File: src/rtl/ddr3_mon_pkg.sv
// Shared definitions for the DDR3 command-bus monitor: command encodings,
// init-sequence states, error codes and the pin-level command decode.
package ddr3_mon_pkg;

    // {ras_n, cas_n, we_n} as driven on the pins.
    typedef enum logic [2:0] {
        CMD_MRS = 3'b000,
        CMD_REF = 3'b001,
        CMD_PRE = 3'b010,
        CMD_ACT = 3'b011,
        CMD_WR  = 3'b100,
        CMD_RD  = 3'b101,
        CMD_ZQ  = 3'b110,
        CMD_NOP = 3'b111
    } cmd_e;

    typedef enum logic [2:0] {
        WAIT_MR2,
        WAIT_MR3,
        WAIT_MR1,
        WAIT_MR0,
        WAIT_ZQ,
        INIT_DONE
    } init_state_e;

    localparam logic [3:0] ERR_NONE        = 4'd0;
    localparam logic [3:0] ERR_PREINIT     = 4'd1;
    localparam logic [3:0] ERR_MRS_ORDER   = 4'd2;
    localparam logic [3:0] ERR_ACT_OPEN    = 4'd3;
    localparam logic [3:0] ERR_ACT_RP      = 4'd4;
    localparam logic [3:0] ERR_RDWR_CLOSED = 4'd5;
    localparam logic [3:0] ERR_RDWR_RCD    = 4'd6;
    localparam logic [3:0] ERR_PRE_RAS     = 4'd7;
    localparam logic [3:0] ERR_REF_OPEN    = 4'd8;
    localparam logic [3:0] ERR_MRS_OPEN    = 4'd9;
    localparam logic [3:0] ERR_BUSY        = 4'd10;

    // One sampled command: only the bank and A10 matter to the checks.
    typedef struct packed {
        cmd_e       cmd;
        logic [2:0] ba;
        logic       a10;
    } pin_cmd_t;

    // Deselect (cs_n=1) or clock-disabled (cke=0) cycles are NOPs.
    function automatic cmd_e decode_cmd(input logic cke, input logic csn,
                                        input logic rasn, input logic casn,
                                        input logic wen);
        if (cke && !csn) return cmd_e'({rasn, casn, wen});
        return CMD_NOP;
    endfunction

    // Mode register the init sequence expects next (MR2, MR3, MR1, MR0).
    function automatic logic [2:0] expected_mr(input init_state_e s);
        case (s)
            WAIT_MR2: return 3'd2;
            WAIT_MR3: return 3'd3;
            WAIT_MR1: return 3'd1;
            default:  return 3'd0;
        endcase
    endfunction

endpackage

File: src/rtl/ddr3_mon_bank.sv
// Per-bank timing tracker: open flag, tRCD/tRP down-counters and a
// saturating cycles-since-ACT counter for tRAS. Emits error strobes for
// the command presented this cycle; the top resolves priority.
module ddr3_mon_bank #(
    parameter int T_RCD = 6,
    parameter int T_RP  = 6,
    parameter int T_RAS = 15
) (
    input  logic clk_i,
    input  logic rst_n_i,
    input  logic act_i,
    input  logic rdwr_i,
    input  logic ap_i,
    input  logic pre_i,
    output logic open_o,
    output logic err_act_open_o,
    output logic err_act_rp_o,
    output logic err_rdwr_closed_o,
    output logic err_rdwr_rcd_o,
    output logic err_pre_ras_o
);

    localparam int RCD_W = $clog2(T_RCD + 1);
    localparam int RP_W  = $clog2(T_RP + 1);
    localparam int RAS_W = $clog2(T_RAS + 1);

    logic             open_q;
    logic [RCD_W-1:0] rcd_q;
    logic [RP_W-1:0]  rp_q;
    logic [RAS_W-1:0] ras_q;

    // Bank state: counters free-run toward their limits, commands reload them.
    // ras_q is loaded with 1 on ACT so that on the cycle a PRE arrives k
    // cycles after the ACT it reads k; a PRE is legal once it reads T_RAS.
    always_ff @(posedge clk_i) begin
        if (!rst_n_i) begin
            open_q <= 1'b0;
            rcd_q  <= '0;
            rp_q   <= '0;
            ras_q  <= '0;
        end else begin
            // NOTE: non-blocking assignments let the later command-driven loads
            // below override these default count updates within the same edge.
            if (rcd_q != '0) rcd_q <= rcd_q - 1'b1;
            if (rp_q != '0) rp_q <= rp_q - 1'b1;
            if (ras_q != RAS_W'(T_RAS)) ras_q <= ras_q + 1'b1;

            if (act_i) begin
                open_q <= 1'b1;
                rcd_q  <= RCD_W'(T_RCD - 1);
                ras_q  <= RAS_W'(1);
            end else if ((rdwr_i && ap_i && open_q) || (pre_i && open_q)) begin
                open_q <= 1'b0;
                rp_q   <= RP_W'(T_RP - 1);
            end
        end
    end

    assign open_o            = open_q;
    assign err_act_open_o    = act_i && open_q;
    assign err_act_rp_o      = act_i && (rp_q != '0);
    assign err_rdwr_closed_o = rdwr_i && !open_q;
    assign err_rdwr_rcd_o    = rdwr_i && (rcd_q != '0);
    // Auto-precharge on RD/WR is deliberately exempt from the tRAS check.
    assign err_pre_ras_o     = pre_i && open_q && (ras_q < RAS_W'(T_RAS));

endmodule

File: src/rtl/ddr3_cmd_monitor.sv
// DDR3 command-bus monitor: registers the command pins once, decodes the
// command, tracks the MRS/ZQCL init sequence and per-bank state, latches
// the first protocol violation and counts ACT/RD/WR/REF commands.
module ddr3_cmd_monitor
    import ddr3_mon_pkg::*;
#(
    parameter int T_RCD = 6,
    parameter int T_RP  = 6,
    parameter int T_RAS = 15,
    parameter int T_RFC = 64,
    parameter int T_MRD = 4,
    parameter int CNT_W = 16
) (
    input  logic             clk,
    input  logic             resetn,
    input  logic             pad_rstn_ch0,
    input  logic             pad_cke_ch0,
    input  logic             pad_csn_ch0,
    input  logic             pad_rasn_ch0,
    input  logic             pad_casn_ch0,
    input  logic             pad_wen_ch0,
    input  logic [2:0]       pad_ba_ch0,
    input  logic [15:0]      pad_addr_ch0,
    output logic             init_seen,
    output logic [7:0]       bank_open,
    output logic             err_flag,
    output logic [3:0]       err_code,
    output logic [CNT_W-1:0] act_cnt,
    output logic [CNT_W-1:0] rd_cnt,
    output logic [CNT_W-1:0] wr_cnt,
    output logic [CNT_W-1:0] ref_cnt
);

    localparam int T_BUSY = (T_RFC > T_MRD) ? T_RFC : T_MRD;
    localparam int BUSY_W = $clog2(T_BUSY + 1);

    // Either reset source clears everything; both are sampled on the clock.
    logic sync_rst_n;
    assign sync_rst_n = resetn && pad_rstn_ch0;

    // Row/column bits are not checked by this monitor.
    logic unused_addr;
    assign unused_addr = ^{pad_addr_ch0[15:11], pad_addr_ch0[9:0]};

    pin_cmd_t          pin_q;
    init_state_e       init_q;
    logic              init_seen_q;
    logic [BUSY_W-1:0] busy_q;
    logic              err_flag_q;
    logic [3:0]        err_code_q;
    logic [CNT_W-1:0]  act_cnt_q, rd_cnt_q, wr_cnt_q, ref_cnt_q;

    // Pin capture stage: one register between the pads and all decode logic.
    always_ff @(posedge clk) begin
        if (!sync_rst_n) begin
            pin_q <= '{cmd: CMD_NOP, ba: 3'd0, a10: 1'b0};
        end else begin
            pin_q <= '{cmd: decode_cmd(pad_cke_ch0, pad_csn_ch0, pad_rasn_ch0,
                                       pad_casn_ch0, pad_wen_ch0),
                       ba: pad_ba_ch0, a10: pad_addr_ch0[10]};
        end
    end

    logic is_mrs, is_ref, is_pre, is_act, is_rd, is_wr, is_zq, is_nop;
    logic init_done, mrs_in_order;
    logic [7:0] ba_oh;

    assign is_mrs    = (pin_q.cmd == CMD_MRS);
    assign is_ref    = (pin_q.cmd == CMD_REF);
    assign is_pre    = (pin_q.cmd == CMD_PRE);
    assign is_act    = (pin_q.cmd == CMD_ACT);
    assign is_rd     = (pin_q.cmd == CMD_RD);
    assign is_wr     = (pin_q.cmd == CMD_WR);
    assign is_zq     = (pin_q.cmd == CMD_ZQ);
    assign is_nop    = (pin_q.cmd == CMD_NOP);
    assign ba_oh     = 8'd1 << pin_q.ba;
    assign init_done = (init_q == INIT_DONE);
    assign mrs_in_order = is_mrs && (init_q inside {WAIT_MR2, WAIT_MR3, WAIT_MR1, WAIT_MR0})
                          && (pin_q.ba == expected_mr(init_q));

    logic [7:0] open_b, e_act_open, e_act_rp, e_rdwr_closed, e_rdwr_rcd, e_pre_ras;

    for (genvar b = 0; b < 8; b++) begin : g_bank
        ddr3_mon_bank #(.T_RCD(T_RCD), .T_RP(T_RP), .T_RAS(T_RAS)) u_bank (
            .clk_i             (clk),
            .rst_n_i           (sync_rst_n),
            .act_i             (is_act && ba_oh[b]),
            .rdwr_i            ((is_rd || is_wr) && ba_oh[b]),
            .ap_i              (pin_q.a10),
            .pre_i             (is_pre && (pin_q.a10 || ba_oh[b])),
            .open_o            (open_b[b]),
            .err_act_open_o    (e_act_open[b]),
            .err_act_rp_o      (e_act_rp[b]),
            .err_rdwr_closed_o (e_rdwr_closed[b]),
            .err_rdwr_rcd_o    (e_rdwr_rcd[b]),
            .err_pre_ras_o     (e_pre_ras[b])
        );
    end

    logic [10:1] err_vec;
    logic [3:0]  err_now;

    // Collect this cycle's violations and keep the lowest-numbered one.
    always_comb begin
        // NOTE: every output of this block gets a default first, so no latch.
        err_vec = '0;
        err_now = ERR_NONE;
        err_vec[ERR_PREINIT]     = !init_done && !(is_mrs || is_zq || is_nop);
        err_vec[ERR_MRS_ORDER]   = !init_done && is_mrs && !mrs_in_order;
        err_vec[ERR_ACT_OPEN]    = |e_act_open;
        err_vec[ERR_ACT_RP]      = |e_act_rp;
        err_vec[ERR_RDWR_CLOSED] = |e_rdwr_closed;
        err_vec[ERR_RDWR_RCD]    = |e_rdwr_rcd;
        err_vec[ERR_PRE_RAS]     = |e_pre_ras;
        err_vec[ERR_REF_OPEN]    = is_ref && (|open_b);
        err_vec[ERR_MRS_OPEN]    = is_mrs && init_done && (|open_b);
        err_vec[ERR_BUSY]        = !is_nop && (busy_q != '0);
        for (int i = 10; i >= 1; i--) begin
            if (err_vec[i]) err_now = 4'(i);
        end
    end

    // Init sequence FSM: MR2, MR3, MR1, MR0 in order, then ZQCL.
    always_ff @(posedge clk) begin
        if (!sync_rst_n) begin
            init_q      <= WAIT_MR2;
            init_seen_q <= 1'b0;
        end else begin
            case (init_q)
                WAIT_MR2: if (mrs_in_order) init_q <= WAIT_MR3;
                WAIT_MR3: if (mrs_in_order) init_q <= WAIT_MR1;
                WAIT_MR1: if (mrs_in_order) init_q <= WAIT_MR0;
                WAIT_MR0: if (mrs_in_order) init_q <= WAIT_ZQ;
                WAIT_ZQ: begin
                    if (is_zq && pin_q.a10) begin
                        init_q      <= INIT_DONE;
                        init_seen_q <= 1'b1;
                    end
                end
                default: init_q <= INIT_DONE;
            endcase
        end
    end

    // Global busy window, sticky first-error capture and command counters.
    always_ff @(posedge clk) begin
        if (!sync_rst_n) begin
            busy_q     <= '0;
            err_flag_q <= 1'b0;
            err_code_q <= ERR_NONE;
            act_cnt_q  <= '0;
            rd_cnt_q   <= '0;
            wr_cnt_q   <= '0;
            ref_cnt_q  <= '0;
        end else begin
            if (is_ref)              busy_q <= BUSY_W'(T_RFC - 1);
            else if (is_mrs)         busy_q <= BUSY_W'(T_MRD - 1);
            else if (busy_q != '0)   busy_q <= busy_q - 1'b1;

            if (!err_flag_q && (err_now != ERR_NONE)) begin
                err_flag_q <= 1'b1;
                err_code_q <= err_now;
            end

            if (is_act) act_cnt_q <= act_cnt_q + 1'b1;
            if (is_rd)  rd_cnt_q  <= rd_cnt_q + 1'b1;
            if (is_wr)  wr_cnt_q  <= wr_cnt_q + 1'b1;
            if (is_ref) ref_cnt_q <= ref_cnt_q + 1'b1;
        end
    end

    assign init_seen = init_seen_q;
    assign bank_open = open_b;
    assign err_flag  = err_flag_q;
    assign err_code  = err_code_q;
    assign act_cnt   = act_cnt_q;
    assign rd_cnt    = rd_cnt_q;
    assign wr_cnt    = wr_cnt_q;
    assign ref_cnt   = ref_cnt_q;

endmodule

File: config.mk
export PLATFORM = sky130hd
export DESIGN_NAME = ddr3_cmd_monitor
export DESIGN_NICKNAME = d
export VERILOG_FILES = /design/src/rtl/ddr3_mon_pkg.sv /design/src/rtl/ddr3_mon_bank.sv /design/src/rtl/ddr3_cmd_monitor.sv
export SDC_FILE = /design/constraint.sdc
export NUM_CORES = 1
export LEC_CHECK = 0
export BUFFER_PORTS_ARGS = -buffer_cell sky130_fd_sc_hd__buf_2
export CELL_PAD_IN_SITES_DETAIL_PLACEMENT = 1
export CELL_PAD_IN_SITES_GLOBAL_PLACEMENT = 1
export CORE_MARGIN = 2
export CORE_UTILIZATION = 35
export CTS_CLUSTER_SIZE = 28
export DETAILED_ROUTE_END_ITERATION = 8
export GPL_TIMING_DRIVEN = 0
export HOLD_SLACK_MARGIN = 0.12
export PLACE_DENSITY_LB_ADDON = 0.15
export REMOVE_ABC_BUFFERS = 1
export SYNTH_ARGS = -nofsm -noshare
export SYNTH_HDL_FRONTEND = slang
export SYNTH_SLANG_ARGS = --single-unit
File: constraint.sdc
create_clock -name clk -period 4.8 [get_ports clk]
set_input_delay 0.48 -clock clk [delete_from_list [all_inputs] [get_ports clk]]
set_output_delay 0.48 -clock clk [all_outputs]
set_load 0.005 [all_outputs]
After elaboration in Yosys (flattened, before gate mapping)
Index checks and enable logic that the tools add are counted.
Word-level totals
  bits in registers: 175
  input port bits: 27
  output and inout bits: 78
  logic and storage cells: 419
Operators by class
  add/subtract/negate cells: 29
  magnitude comparators: 8
  equal/unequal tests: 26
  shifts and indexed selects: 1
  muxes and demuxes: 95
  bitwise operators: 1
  reductions and logical operators: 198
Operators by type and width (number)
  $mux W3: 46
  $logic_and A1 B1 Y1: 101
  $add A16 B1 Y16 const B: 4
  $reduce_bool A3 Y1: 17
  $reduce_bool A2 Y1: 24
  $reduce_or A8 Y1: 6
  $sub A3 B1 Y3 const B: 16
  $mux W4: 10
  $mux W1: 34
  $add A4 B1 Y4 const B: 8
  $lt A4 B4 Y1 const B: 8
  $ne A4 B4 Y1 const B: 8
  $logic_or A1 B1 Y1: 19
  $eq A3 B3 Y1 const B: 6
  $mux W6: 3
  $reduce_or A2 Y1: 8
  $pmux W3 S5: 1
  $logic_not A1 Y1: 14
  $eq A3 B2 Y1 const B: 4
  $ne A2 B2 Y1 const B: 5
  $reduce_bool A4 Y1: 2
  $shl A1 B3 Y8 const A: 1
  $reduce_bool A7 Y1: 1
  $sub A7 B1 Y7 const B: 1
  8 further kinds: 11

Logic depth before layout (Yosys ltp)
Gate-level depths: netlist of run 1.
  depth in word-level cells: 15
  gate-level depth with buffers: 10
  gate-level depth less buffers: 10

Cells and area by module
From an unflattened synthesis of run 1, not the netlist that was laid out.
Second synthesis, totals
  cell total of the unflattened synthesis: 1028
  area total of the unflattened synthesis: 8752.1 µm²
By module, submodules not included
  ddr3_mon_bank: times used 8, cells each 65, area each 565.5 µm², seq. area each 220.2 µm²
  ddr3_cmd_monitor: times used 1, cells each 508, area each 4227.8 µm², seq. area each 1741.7 µm²

Least setup slack after synthesis of run 1
Ideal clock, no wire load.
  path type: register to register
  start point: register g_bank[3].u_bank.rp_q[0]
  end point: register err_code_q[1] (netlist: err_code[1])
  library setup time: 72 ps
  data arrival time: 2339 ps
  required time: 4728 ps
  setup slack: 2390 ps
  cell stages (with the launch flop): 10
  path buffers: 0
  period minus slack after synthesis: 2410 ps
  path through: dfxtp_1 inv_1 ha_1 ha_1 mux4_1 and2_1 o221a_2 a21boi_2 o31ai_4 mux2i_1
On the way
  cells in the longest elaborated chain, start to end: 9
Ends and longest elaborated chain
  start: declaration: line ddr3_mon_bank.sv:29  | logic [RP_W-1:0] rp_q;
  start signal: assignment: line ddr3_mon_bank.sv:45  | if (rp_q != '0) rp_q <= rp_q - 1'b1;
  start signal: assignment: line ddr3_mon_bank.sv:54  | rp_q <= RP_W'(T_RP - 1);
  $reduce_bool A3 Y1 *: line ddr3_mon_bank.sv:61  | assign err_act_rp_o = act_i && (rp_q != '0);
  $logic_and A1 B1 Y1 *: line ddr3_mon_bank.sv:61
  $reduce_or A8 Y1 *: line ddr3_cmd_monitor.sv:111  | err_vec[ERR_ACT_RP] = |e_act_rp;
  $mux W4 * (4 in series): line ddr3_cmd_monitor.sv:119  | if (err_vec[i]) err_now = 4'(i);
  $reduce_bool A4 Y1: line ddr3_cmd_monitor.sv:160  | if (!err_flag_q && (err_now != ERR_NONE)) begin
  $logic_and A1 B1 Y1: line ddr3_cmd_monitor.sv:160
  end signal: assignment: line ddr3_cmd_monitor.sv:162  | err_code_q <= err_now;
  end: declaration: line ddr3_cmd_monitor.sv:50  | logic [3:0] err_code_q;
Every way passes the cells marked *; elsewhere a longest branch is shown, timed or not.
A chain may end at the register's enable or synchronous reset.

Worst setup path in the final report of run 1
  start point: register pin_q[4] in the netlist's numbering
  end point: register err_code_q[1] (netlist: err_code[1])
On the way
  cells in the longest elaborated chain, start to end: 15
  elaborated cells on any way between the ends: 112
  classes of those cells: eq/ne: 7; mux: 10; reduce/logical: 95
Ends and longest elaborated chain
  start: declaration: line ddr3_cmd_monitor.sv:45  | pin_cmd_t pin_q;
  start signal: assignment: line ddr3_cmd_monitor.sv:56  | pin_q <= '{cmd: CMD_NOP, ba: 3'd0, a10: 1'b0};
  start signal: assignment: line ddr3_cmd_monitor.sv:58  | pin_q <= '{cmd: decode_cmd(pad_cke_ch0, pad_csn_ch0, pad_rasn_ch0,
  $eq A3 B3 Y1: line ddr3_cmd_monitor.sv:75  | assign is_nop = (pin_q.cmd == CMD_NOP);
  $logic_not A1 Y1: line ddr3_cmd_monitor.sv:117  | err_vec[ERR_BUSY] = !is_nop && (busy_q != '0);
  $logic_and A1 B1 Y1: line ddr3_cmd_monitor.sv:117
  $mux W4 (9 in series): line ddr3_cmd_monitor.sv:119
  $mux W4 *: line ddr3_cmd_monitor.sv:119
  $reduce_bool A4 Y1: line ddr3_cmd_monitor.sv:160
  $logic_and A1 B1 Y1: line ddr3_cmd_monitor.sv:160
Marks and branches as above.

==> results.yml, run 1 <==
finish:
  fin_cells: 1400
  drive_above_1_share_pct: 13.5
  final_nets: 1145
  nFillCells: 2889
  final_util_pct: 40.8
  layout_commonest_cell: "dfxtp_1"
  syn2layout_area_growth_pct: 15.3
  insertedDiodeCount: 0
  final_cell_mix: "175 x dfxtp_1, 135 x nor2_1, 89 x buf_2"
power_and_ir_drop:
  clkPwrFrac_pct: 44.0
  combPwrFrac_pct: 10.0
  switchingPower_uw: 866
  p_leak_uw: 0.00405
  p_int_uw: 2460
  power_density_nw_per_um2: 338
  peakVddDrop_mv: 0.167
  power_frac_seq_pct: 46.0
  swShare_pct: 26.0
clock_network:
  cts_sinks: 175
  post-cts-setup-buffers: 0
  cts_tree: "built"
  root_buffer: "clkbuf_16"
  cts_buffer_depth: 2
  cts_hold_buf: 0
  worstSkewPairLatency_ps: 430
  cts_made_buffers: 17
  cts-htree-levels: 4
  post_cts_resized: 0
  clk_pin_slew_ps: 70
outcome:
  status: "finished, final reports clean"
yosys:
  syn-cell-area_sq_um: 8530
  ys_top_cells_by_area: "dfxtp_1 41%, ha_1 8.1%, nor2_1 5.9%"
  synthArstFlopShare_pct: 0
  synth_flop_cell: "dfxtp_1"
  synth_area_leader_cell: "dfxtp_1"
  ys_seq_area_share_pct: 41.1
  yosysWarnings: 0
  syn_inst: 993
  synth-seq-cells: 175
  syn_area_per_cell_sq_um: 8.59
  synth_enable_flop_cells: 0
  yosys.area.top_type_share_pct: 41.1
  synth_cell_types: 59
placed_design:
  io_buffers: 89
  post-place-cells: 1368
  dpl.hpwl_microns: 14200
  gp_congestion: 0.725
  post-place-ws_ps: 1720
floorplanning:
  io_pins: 105
  fp-row-count: 57
  dieWidth_microns: 160
  fp.coreArea_sq_um: 24100
  die_height_microns: 160
  dieArea_sq_um: 25600
  start_util_pct: 35.4
detailed_routing:
  vias: 6909
  final_antenna_net_count: 0
  routed_wl_microns: 20300
  viasPerCell: 4.94
  wl_per_cell_microns: 14.5
  route.detailed.drc: 0
  dr.first_iter.drc_count: 298
  dr.pass1.iters: 4
global_route:
  overflow: 0
  grt_pass1_wl_microns: 33900
  first_global_vias: 6884
  grt_max_degree: 74
  grt_usage_pct: 16.1
  grt_antenna_before_repair: 0
critical_path:
  worstPathArrival_ps: 3450
  cp_max_fo: 23
  path_class: "reg2reg"
  worstPathRequired_ps: 5150
  crit_path_end_kind: "register"
  start_kind: "register"
timing:
  rsz0062_at_grt: "no"
  tns_ps: 0
  period_needed_ps: 3090
  setup_slack_ps: 1710
  worst_slew_pin_slew_ps: 1170
  fin_crit_sh_pct: 64.4
  fmax_ghz: 0.323
  finClkSkew_ps: 14.8
  relSlewSlack_pct: 21.6
  hold_viol: 0
  setup_violations: 0
  final-max-slew-violation-count: 0
  worst_hold_slack_ps: 248
hold_path:
  min_path_type: "in2reg"
flow_run:
  max_cap_violations: 0
[Yosys cell counts, types with 5 or more instances]
cell type and count:
dfxtp_1 175, nor2_1 135, a21oi_1 84, nand2_1 82, inv_1 70, ha_1 55
xor2_1 43, xnor2_1 34, nand3_1 32, o21ai_0 26, nor3_1 23, clkbuf_1 22
mux2i_1 22, and3_1 17, nor2b_1 16, or3_1 15, nor3b_1 13, a211oi_1 12
a31oi_1 11, and4_1 10, buf_4 9, nand2b_1 8, nand4_1 8, o2111ai_1 7
nand3b_1 5
[routing by layer]
metal  GRT usage, %  wire [microns]  up-vias  share of wire (%)
li1               -               -     3502                  -
met1           21.1           10200     3297                 50
met2           26.8            9120       96                 45
met3           3.79             705       14                3.5
met4           4.30             228        0                1.1
met5              0               0        -                  0
[layout make-up]
class | count | area (sq um) | share of cell area [%]
tap | 324 | 405 | 4.12
clock inverter | 14 | 178 | 1.81
multi-input combinational | 708 | 4550 | 46.3
inverter | 70 | 263 | 2.67
clock buffer | 18 | 429 | 4.37
timing repair buffer | 91 | 500 | 5.09
sequential | 175 | 3500 | 35.6
[registers in the layout (all words and copies together), names as in the netlist, 8 cells and up]
name / flops
wr_cnt: 16
rd_cnt: 16
g_bank.u_bank.ras_q: 32
g_bank.u_bank.open_o: 8
g_bank.u_bank.rcd_q: 24
g_bank.u_bank.rp_q: 24
act_cnt: 16
ref_cnt: 16
[cells by family (layout without fill, tap and decap cells)]
logic type      Yosys count  count (layout)  synth area share (%)
fa+ha+maj                55              55                  8.07
simple gates            392             392                  22.9
buf+inv                 110             193                  5.63
mux                      24              24                  3.02
compound gates          160             160                  11.4
flops                   175             175                  41.1
xor+xnor                 77              77                  7.91
[power by group through the flow]
stage,clock (uW),combinational [uW],sequential [uW]
global route,1570,380,1530
CTS,1510,339,1530
finish,1460,333,1530
global placement,0,324,1560
floorplan,0,259,1550
detailed placement,0,331,1560
[worst max-delay path: stages (launching register included)]
cell and delay [ps]:
dfxtp_1 520, and3b_1 930, nand2_1 370, o221a_2 450, a21boi_2 200, o31ai_4 340, mux2i_1 210
[through the flow]
step / total power (uW) / area (sq um)
3_3_place_gp: 1880 / 9160
3_5_place_dp: 1890 / 9220
6_report: 3330 / 9830
2_1_floorplan: 1810 / 8310
5_1_grt: 3480 / 9830
4_1_cts: 3370 / 9830
[final timing paths]
check / slack, ps / startpoint / cells past startpoint / end
worst max-delay path: 1710 / pin_q[4] / 6 / err_code[1]
worst min-delay path: 250 / pad_wen_ch0 / 2 / pin_q[4]
worst max register to register: 1710 / pin_q[4] / 6 / err_code[1]
worst min register to register: 480 / busy_q[6] / 2 / busy_q[6]
(Power assumes the default switching activity.)
==> run 2: changes to the inputs <==
ABC_AREA = 1   (was not set)
clock period = 3 ns   (was 4.8 ns; I/O delays follow)
==> run 2 against run 1 <==
Against the previous run:
- critical path type unchanged
- highest routed layer unchanged
- flip-flop and latch count unchanged
- final cell count increased by 18%
- synthesized cell count increased by 23%
- sequential share of layout area decreased by 1.4 points
- critical endpoint is now err_code[0]
- clock power increased by 42%
==> results.yml, run 2 <==
detailed_routing:
  dr.pass1.iters: 5
  wl_per_cell_microns: 13.3
  final_antenna_net_count: 0
  viasPerCell: 4.81
  route.detailed.drc: 0
  dr.first_iter.drc_count: 367
  vias: 7946
  routed_wl_microns: 22000
timing:
  finClkSkew_ps: 19.2
  setup_violations: 0
  setup_slack_ps: 362
  fin_crit_sh_pct: 87.9
  worst_slew_pin_slew_ps: 875
  relSlewSlack_pct: 41.6
  rsz0062_at_grt: "no"
  hold_viol: 0
  fmax_ghz: 0.379
  period_needed_ps: 2640
  final-max-slew-violation-count: 0
finish:
  insertedDiodeCount: 0
  nFillCells: 3173
  layout_commonest_cell: "inv_1"
  regMostFlops: "g_bank.u_bank.ras_q"
  largest_reg_flops: 32
  regArea_sq_um: 3500
  final_util_pct: 40.9
  syn2layout_area_growth_pct: 15.4
  drive_above_1_share_pct: 13.2
  multi_input_area_sq_um: 4400
  final_cell_mix: "210 x inv_1, 185 x nand2_1, 175 x dfxtp_1"
  final_nets: 1392
  fin_cells: 1652
  top_regs: "g_bank.u_bank.ras_q x32, g_bank.u_bank.rcd_q x24, g_bank.u_bank.rp_q x24"
placed_design:
  gp_congestion: 0.767
  post-place-cells: 1611
  post-place-ws_ps: 373
  io_buffers: 89
  dpl.hpwl_microns: 16300
clock_network:
  cts_made_buffers: 17
  cts-htree-levels: 4
  post-cts-setup-buffers: 0
  cts_tree: "built"
  cts_sinks: 175
  cts_buffer_depth: 2
  root_buffer: "clkbuf_16"
  clk_pin_slew_ps: 70
  worstSkewPairLatency_ps: 430
outcome:
  status: "finished, final reports clean"
floorplanning:
  dieWidth_microns: 163
  start_util_pct: 35.4
  fp-row-count: 58
  die_height_microns: 163
  fp.coreArea_sq_um: 25000
  dieArea_sq_um: 26600
  io_pins: 105
critical_path:
  crit_path_end_kind: "register"
  cpMostUsedCell: "nand2_1"
  start_kind: "register"
  path_class: "reg2reg"
  timing.rr.start: "pin_q[4]"
  cpPeakStageDelay_ps: 550
  crit_slowest_cell: "dfxtp_1"
  cp_cell_sequence: "nor2_1, nand2_2, nand2_2, nand3_1, nand2_1, nor2_1, nand2_1, nor2_2, nand2_1, a21oi_1, nand3_1, nand2_2, nand2_1, a21oi_1"
  cp_max_fo: 24
  worstPathArrival_ps: 2970
  worstPathRequired_ps: 3330
  startpoint: "pin_q[4]"
global_route:
  grt_max_degree: 68
  grt_pass1_wl_microns: 37500
  use_met2_pct: 29.9
  top_usage_layer: "met2"
  grt_antenna_before_repair: 0
  grt_usage_pct: 17.2
  gr-usage-met3_pct: 3.15
  first_global_vias: 7895
  overflow: 0
  use_met1_pct: 22.2
yosys:
  synthArstFlopShare_pct: 0
  yosysWarnings: 0
  synth_enable_flop_cells: 0
  synth_area_leader_cell: "dfxtp_1"
  synth_most_common_cell: "inv_1"
  synth-seq-cells: 175
  ys_top_cells_by_area: "dfxtp_1 39%, inv_1 8.9%, nand2_1 7.9%"
  yosys.area.top_type_share_pct: 39.5
  syn_inst: 1220
  syn_area_per_cell_sq_um: 7.27
  synth_flop_cell: "dfxtp_1"
  syn-cell-area_sq_um: 8870
  ys_seq_area_share_pct: 39.5
  synth_commonest_cells: "211 x inv_1, 186 x nand2_1, 175 x dfxtp_1"
  synth_cell_types: 42
power_and_ir_drop:
  power_density_nw_per_um2: 479
  peakVddDrop_mv: 0.329
  p_leak_uw: 0.00443
flow_run:
  max_cap_violations: 0
hold_path:
  min_path_type: "reg2reg"
  holdCritStartpoint: "ref_cnt[15]"
run 2: layout make-up:
class	instances	area share, %
multi-input combinational	798	43.0
timing repair buffer	100	5.52
inverter	218	8.02
clock inverter	13	1.05
clock buffer	18	4.19
sequential	175	34.2
tap	330	4.03
run 2: worst paths after layout:
path,cells after the start,endpoint,slack [ps]
max,14,err_code[0],360
min,2,ref_cnt[15],470
max reg2reg,14,err_code[0],360
min reg2reg,2,ref_cnt[15],470
run 2: worst max-delay path, delay by kind of cell, from the launching register on:
| kind | cells | cell delay (ps) |
|---|---|---|
| AND/OR/NAND/NOR | 12 | 1690 |
| AO/OA/AOI/OAI | 2 | 300 |
| flip-flops | 1 | 550 |
run 2: metal layers:
layer  routed length (microns)  part of all wire (%)
met1                     10800                    49
met2                     10600                    48
met3                       549                   2.5
met4                       100                  0.46
met5                         0                     0
run 2: timing repair:
item	CTS	global route
endpoints found under the hold margin	7	0
hold buffers	10	0
gates resized for setup	0	0
run 2: kinds of logic (layout without fill, tap and decap cells):
| kind of cell | Yosys count | in the layout | share of synthesized area (%) |
|---|---|---|---|
| and+or+nand+nor | 513 | 513 | 26.5 |
| AOI/OAI and AO/OA | 197 | 197 | 12.0 |
| DFF | 175 | 175 | 39.5 |
| buffers and inverters | 247 | 349 | 11.0 |
| xor gates and xnor gates | 33 | 33 | 3.26 |
| adders and majority gates | 55 | 55 | 7.76 |
run 2: where the power goes:
| part | total, uW | leakage [uW] | switching [uW] | internal, uW |
|---|---|---|---|---|
| logic | 421 | 0.00276 | 268 | 154 |
| registers | 2400 | 0.00141 | 37.5 | 2370 |
| clock network | 2080 | 0.000251 | 1000 | 1070 |
run 2: per-stage QoR:
step	hold WS, ps	total power [uW]	area, sq um	TNS, ps
global route	492	5150	10200	0
finish	467	4900	10200	0
CTS	470	4980	10200	0
floorplan	392	2760	8720	0
detailed placement	459	2880	9600	0
global placement	446	2870	9570	-290030
==> run 3: changes to the inputs <==
SKIP_LAST_GASP = 1   (was not set)
SYNTH_HIERARCHICAL = 1   (was not set)
==> run 3 against run 2 <==
Against the previous run:
- critical path depth grew 10
- die area grew 4.9%
- highest routed layer unchanged
- sequential power is essentially flat
- sequential share of layout area shrank 2.1 points
- final cell count grew 8.2%
- cell area grew 6.9%
- combinational power grew 41%
- clock-buffer cell count is the same
- first-iteration DRC count shrank 29%
- flip-flop and latch count is the same
==> results.yml, run 3 <==
yosys:
  synthArstFlopShare_pct: 0
  yosys.area.top_type_share_pct: 37.6
  ys_top_cells_by_area: "dfxtp_1 38%, inv_1 11%, ha_1 8.3%"
  synth_most_common_cell: "inv_1"
  yosysWarnings: 6
  syn-cell-area_sq_um: 9320
  synth_area_leader_cell: "dfxtp_1"
  synth-seq-cells: 175
  synth_enable_flop_cells: 0
  synth_commonest_cells: "266 x inv_1, 199 x nand2_1, 176 x nor2_1"
  ys_seq_area_share_pct: 37.6
  synth_cell_types: 42
  synth_flop_cell: "dfxtp_1"
  syn_area_per_cell_sq_um: 7.02
  syn_inst: 1327
timing:
  finClkSkew_ps: 15.3
  fin_crit_sh_pct: 89.0
  rsz0062_at_grt: "no"
  relSlewSlack_pct: 41.6
  final-max-slew-violation-count: 0
  worst_slew_pin_slew_ps: 874
  hold_viol: 0
  period_needed_ps: 2670
  setup_violations: 0
  fmax_ghz: 0.375
floorplanning:
  die_height_microns: 167
  io_pins: 105
  dieWidth_microns: 167
  fp-row-count: 59
  dieArea_sq_um: 27900
  start_util_pct: 35.7
  fp.coreArea_sq_um: 26100
finish:
  insertedDiodeCount: 0
  regMostFlops: "g_bank.u_bank/ras_q"
  nFillCells: 3376
  layout_commonest_cell: "inv_1"
  top_regs: "g_bank.u_bank/ras_q x32, g_bank.u_bank/rcd_q x24, g_bank.u_bank/rp_q x24"
  final_nets: 1528
  final_cell_mix: "264 x inv_1, 198 x nand2_1, 172 x dfxtp_1"
  drive_above_1_share_pct: 15.6
  syn2layout_area_growth_pct: 17.5
  largest_reg_flops: 32
  final_util_pct: 41.9
flow_run:
  max_cap_violations: 0
critical_path:
  rrSetupSlack_ps: 330
  timing.rr.start: "pin_q[4]"
  cp_max_fo: 8
  endpoint: "err_code[3]"
  worstPathRequired_ps: 3330
  startpoint: "pin_q[4]"
  timing.rr.end: "err_code[3]"
  path_class: "reg2reg"
  start_kind: "register"
  crit_path_end_kind: "register"
  worstPathArrival_ps: 3000
  r2r_cells: 24
placed_design:
  io_buffers: 89
  dpl.hpwl_microns: 17100
  gp_congestion: 0.733
power_and_ir_drop:
  p_leak_uw: 0.00510
  swShare_pct: 29.3
  peakVddDrop_mv: 0.330
  power_frac_seq_pct: 46.3
  switchingPower_uw: 1530
  clkPwrFrac_pct: 42.3
  combPwrFrac_pct: 11.4
  finalPower_uw: 5230
  p_int_uw: 3700
  power_density_nw_per_um2: 477
detailed_routing:
  viasPerCell: 4.71
  routed_wl_microns: 23300
  final_antenna_net_count: 0
  route.detailed.drc: 0
  wl_per_cell_microns: 13.0
  vias: 8409
  dr.pass1.iters: 4
  dr.first_iter.drc_count: 261
global_route:
  grt_usage_pct: 17.1
  top_usage_layer: "met2"
  use_met2_pct: 30.5
  gr-usage-met3_pct: 2.74
  grt_pass1_wl_microns: 39800
  grt_max_degree: 67
  grt_antenna_before_repair: 0
  use_met1_pct: 21.5
  overflow: 0
  first_global_vias: 8514
clock_network:
  cts-htree-levels: 4
  root_buffer: "clkbuf_16"
  worstSkewPairLatency_ps: 450
  cts_made_buffers: 17
  cts_tree: "built"
  cts_sinks: 175
  cts_buffer_depth: 2
  clk_pin_slew_ps: 80
outcome:
  status: "finished, final reports clean"
hold_path:
  min_path_type: "reg2reg"
==> run 3: cell types whose count changed after synthesis, moves of 15 or more <==
cell,previous run,this run
a21oi_1,92,117
a31oi_1,25,1
inv_1,211,266
inv_2,5,26
nor2_1,126,176
or2_2,24,1
xnor2_1,15,0
==> run 3: cell type report <==
| class | instances | area, sq um | area share (%) |
|---|---|---|---|
| clock buffer | 18 | 429 | 3.92 |
| multi-input combinational | 850 | 4730 | 43.2 |
| timing repair buffer | 102 | 601 | 5.49 |
| sequential | 175 | 3510 | 32.1 |
| tap | 335 | 419 | 3.83 |
| clock inverter | 14 | 144 | 1.31 |
| inverter | 293 | 1110 | 10.2 |
==> run 3: worst min path at each step <==
stage,start,end,slack (ps),cells after the start
after floorplan,pad_wen_ch0,pin_q[4],390,2
after global routing,ref_cnt[15],ref_cnt[15],510,2
after global placement,act_cnt[15],act_cnt[15],450,2
final,ref_cnt[13],ref_cnt[13],460,2
after detailed placement,ref_cnt[15],ref_cnt[15],460,2
after CTS,ref_cnt[13],ref_cnt[13],470,2
==> run 3: kinds of logic after synthesis <==
logic type / after synthesis / share of synthesized area [%]
buffers and inverters: 302 / 12.2
adders and majority gates: 62 / 8.33
AOI/OAI and AO/OA: 197 / 11.3
xor gates and xnor gates: 15 / 1.41
and+or+nand+nor: 576 / 29.1
DFF: 175 / 37.6
==> run 3: power by group through the flow <==
stage | combinational [uW] | sequential (uW) | clock (uW)
after floorplan | 442 | 2470 | 0
after global placement | 581 | 2470 | 0
after detailed placement | 588 | 2480 | 0
after CTS | 602 | 2420 | 2300
after global routing | 691 | 2430 | 2390
final | 595 | 2420 | 2210
==> run 3: per-stage QoR <==
stage | setup TNS [ps] | std cells | setup WS [ps] | area, sq um | hold slack [ps]
detailed placement | -154 | 1743 | -50.7 | 10200 | 456
finish | 0 | 1787 | 331 | 10900 | 463
global placement | -212980 | 1742 | -1770 | 10100 | 448
floorplan | 0 | 1318 | 366 | 9280 | 392
global route | 0 | 1787 | 6.19 | 10900 | 508
CTS | 0 | 1785 | 75.7 | 10900 | 472
==> run 3: layer usage <==
layer  routed length (microns)  vias to the layer above
met5                         0                        -
met4                       279                        0
met3                       515                       15
met2                     11300                       73
met1                     11200                     3920
li1                          -                     4401
==> run 3: critical path, stage by stage, from the launching register on <==
cell        delay (ps)
dfxtp_4            430
nor2_4              70
inv_2               70
nor2_4              40
inv_1              110
nand2_1            100
clkinvlp_4          90
buf_12             130
nor2_1              60
inv_1               80
nor2_1              40
nor2_1             120
nand2_1             90
nor2_1             150
nand2_1            120
nor2_1             160
nor2_1              60
nand2_1             60
nor2_1              40
nor2_1             110
nand3_2            130
nand2_2            120
inv_2               50
nor2_1              90
nor2_1              50
==> run 3: what timing repair did <==
item / CTS / global route
hold buffers: 10 / 0
hold endpoints to repair: 7 / 0
setup endpoints to repair: 5 / 5
gates resized for setup: 10 / 15
cloned: 0 / 0
pin swaps: 0 / 1
setup buffers: 0 / 2
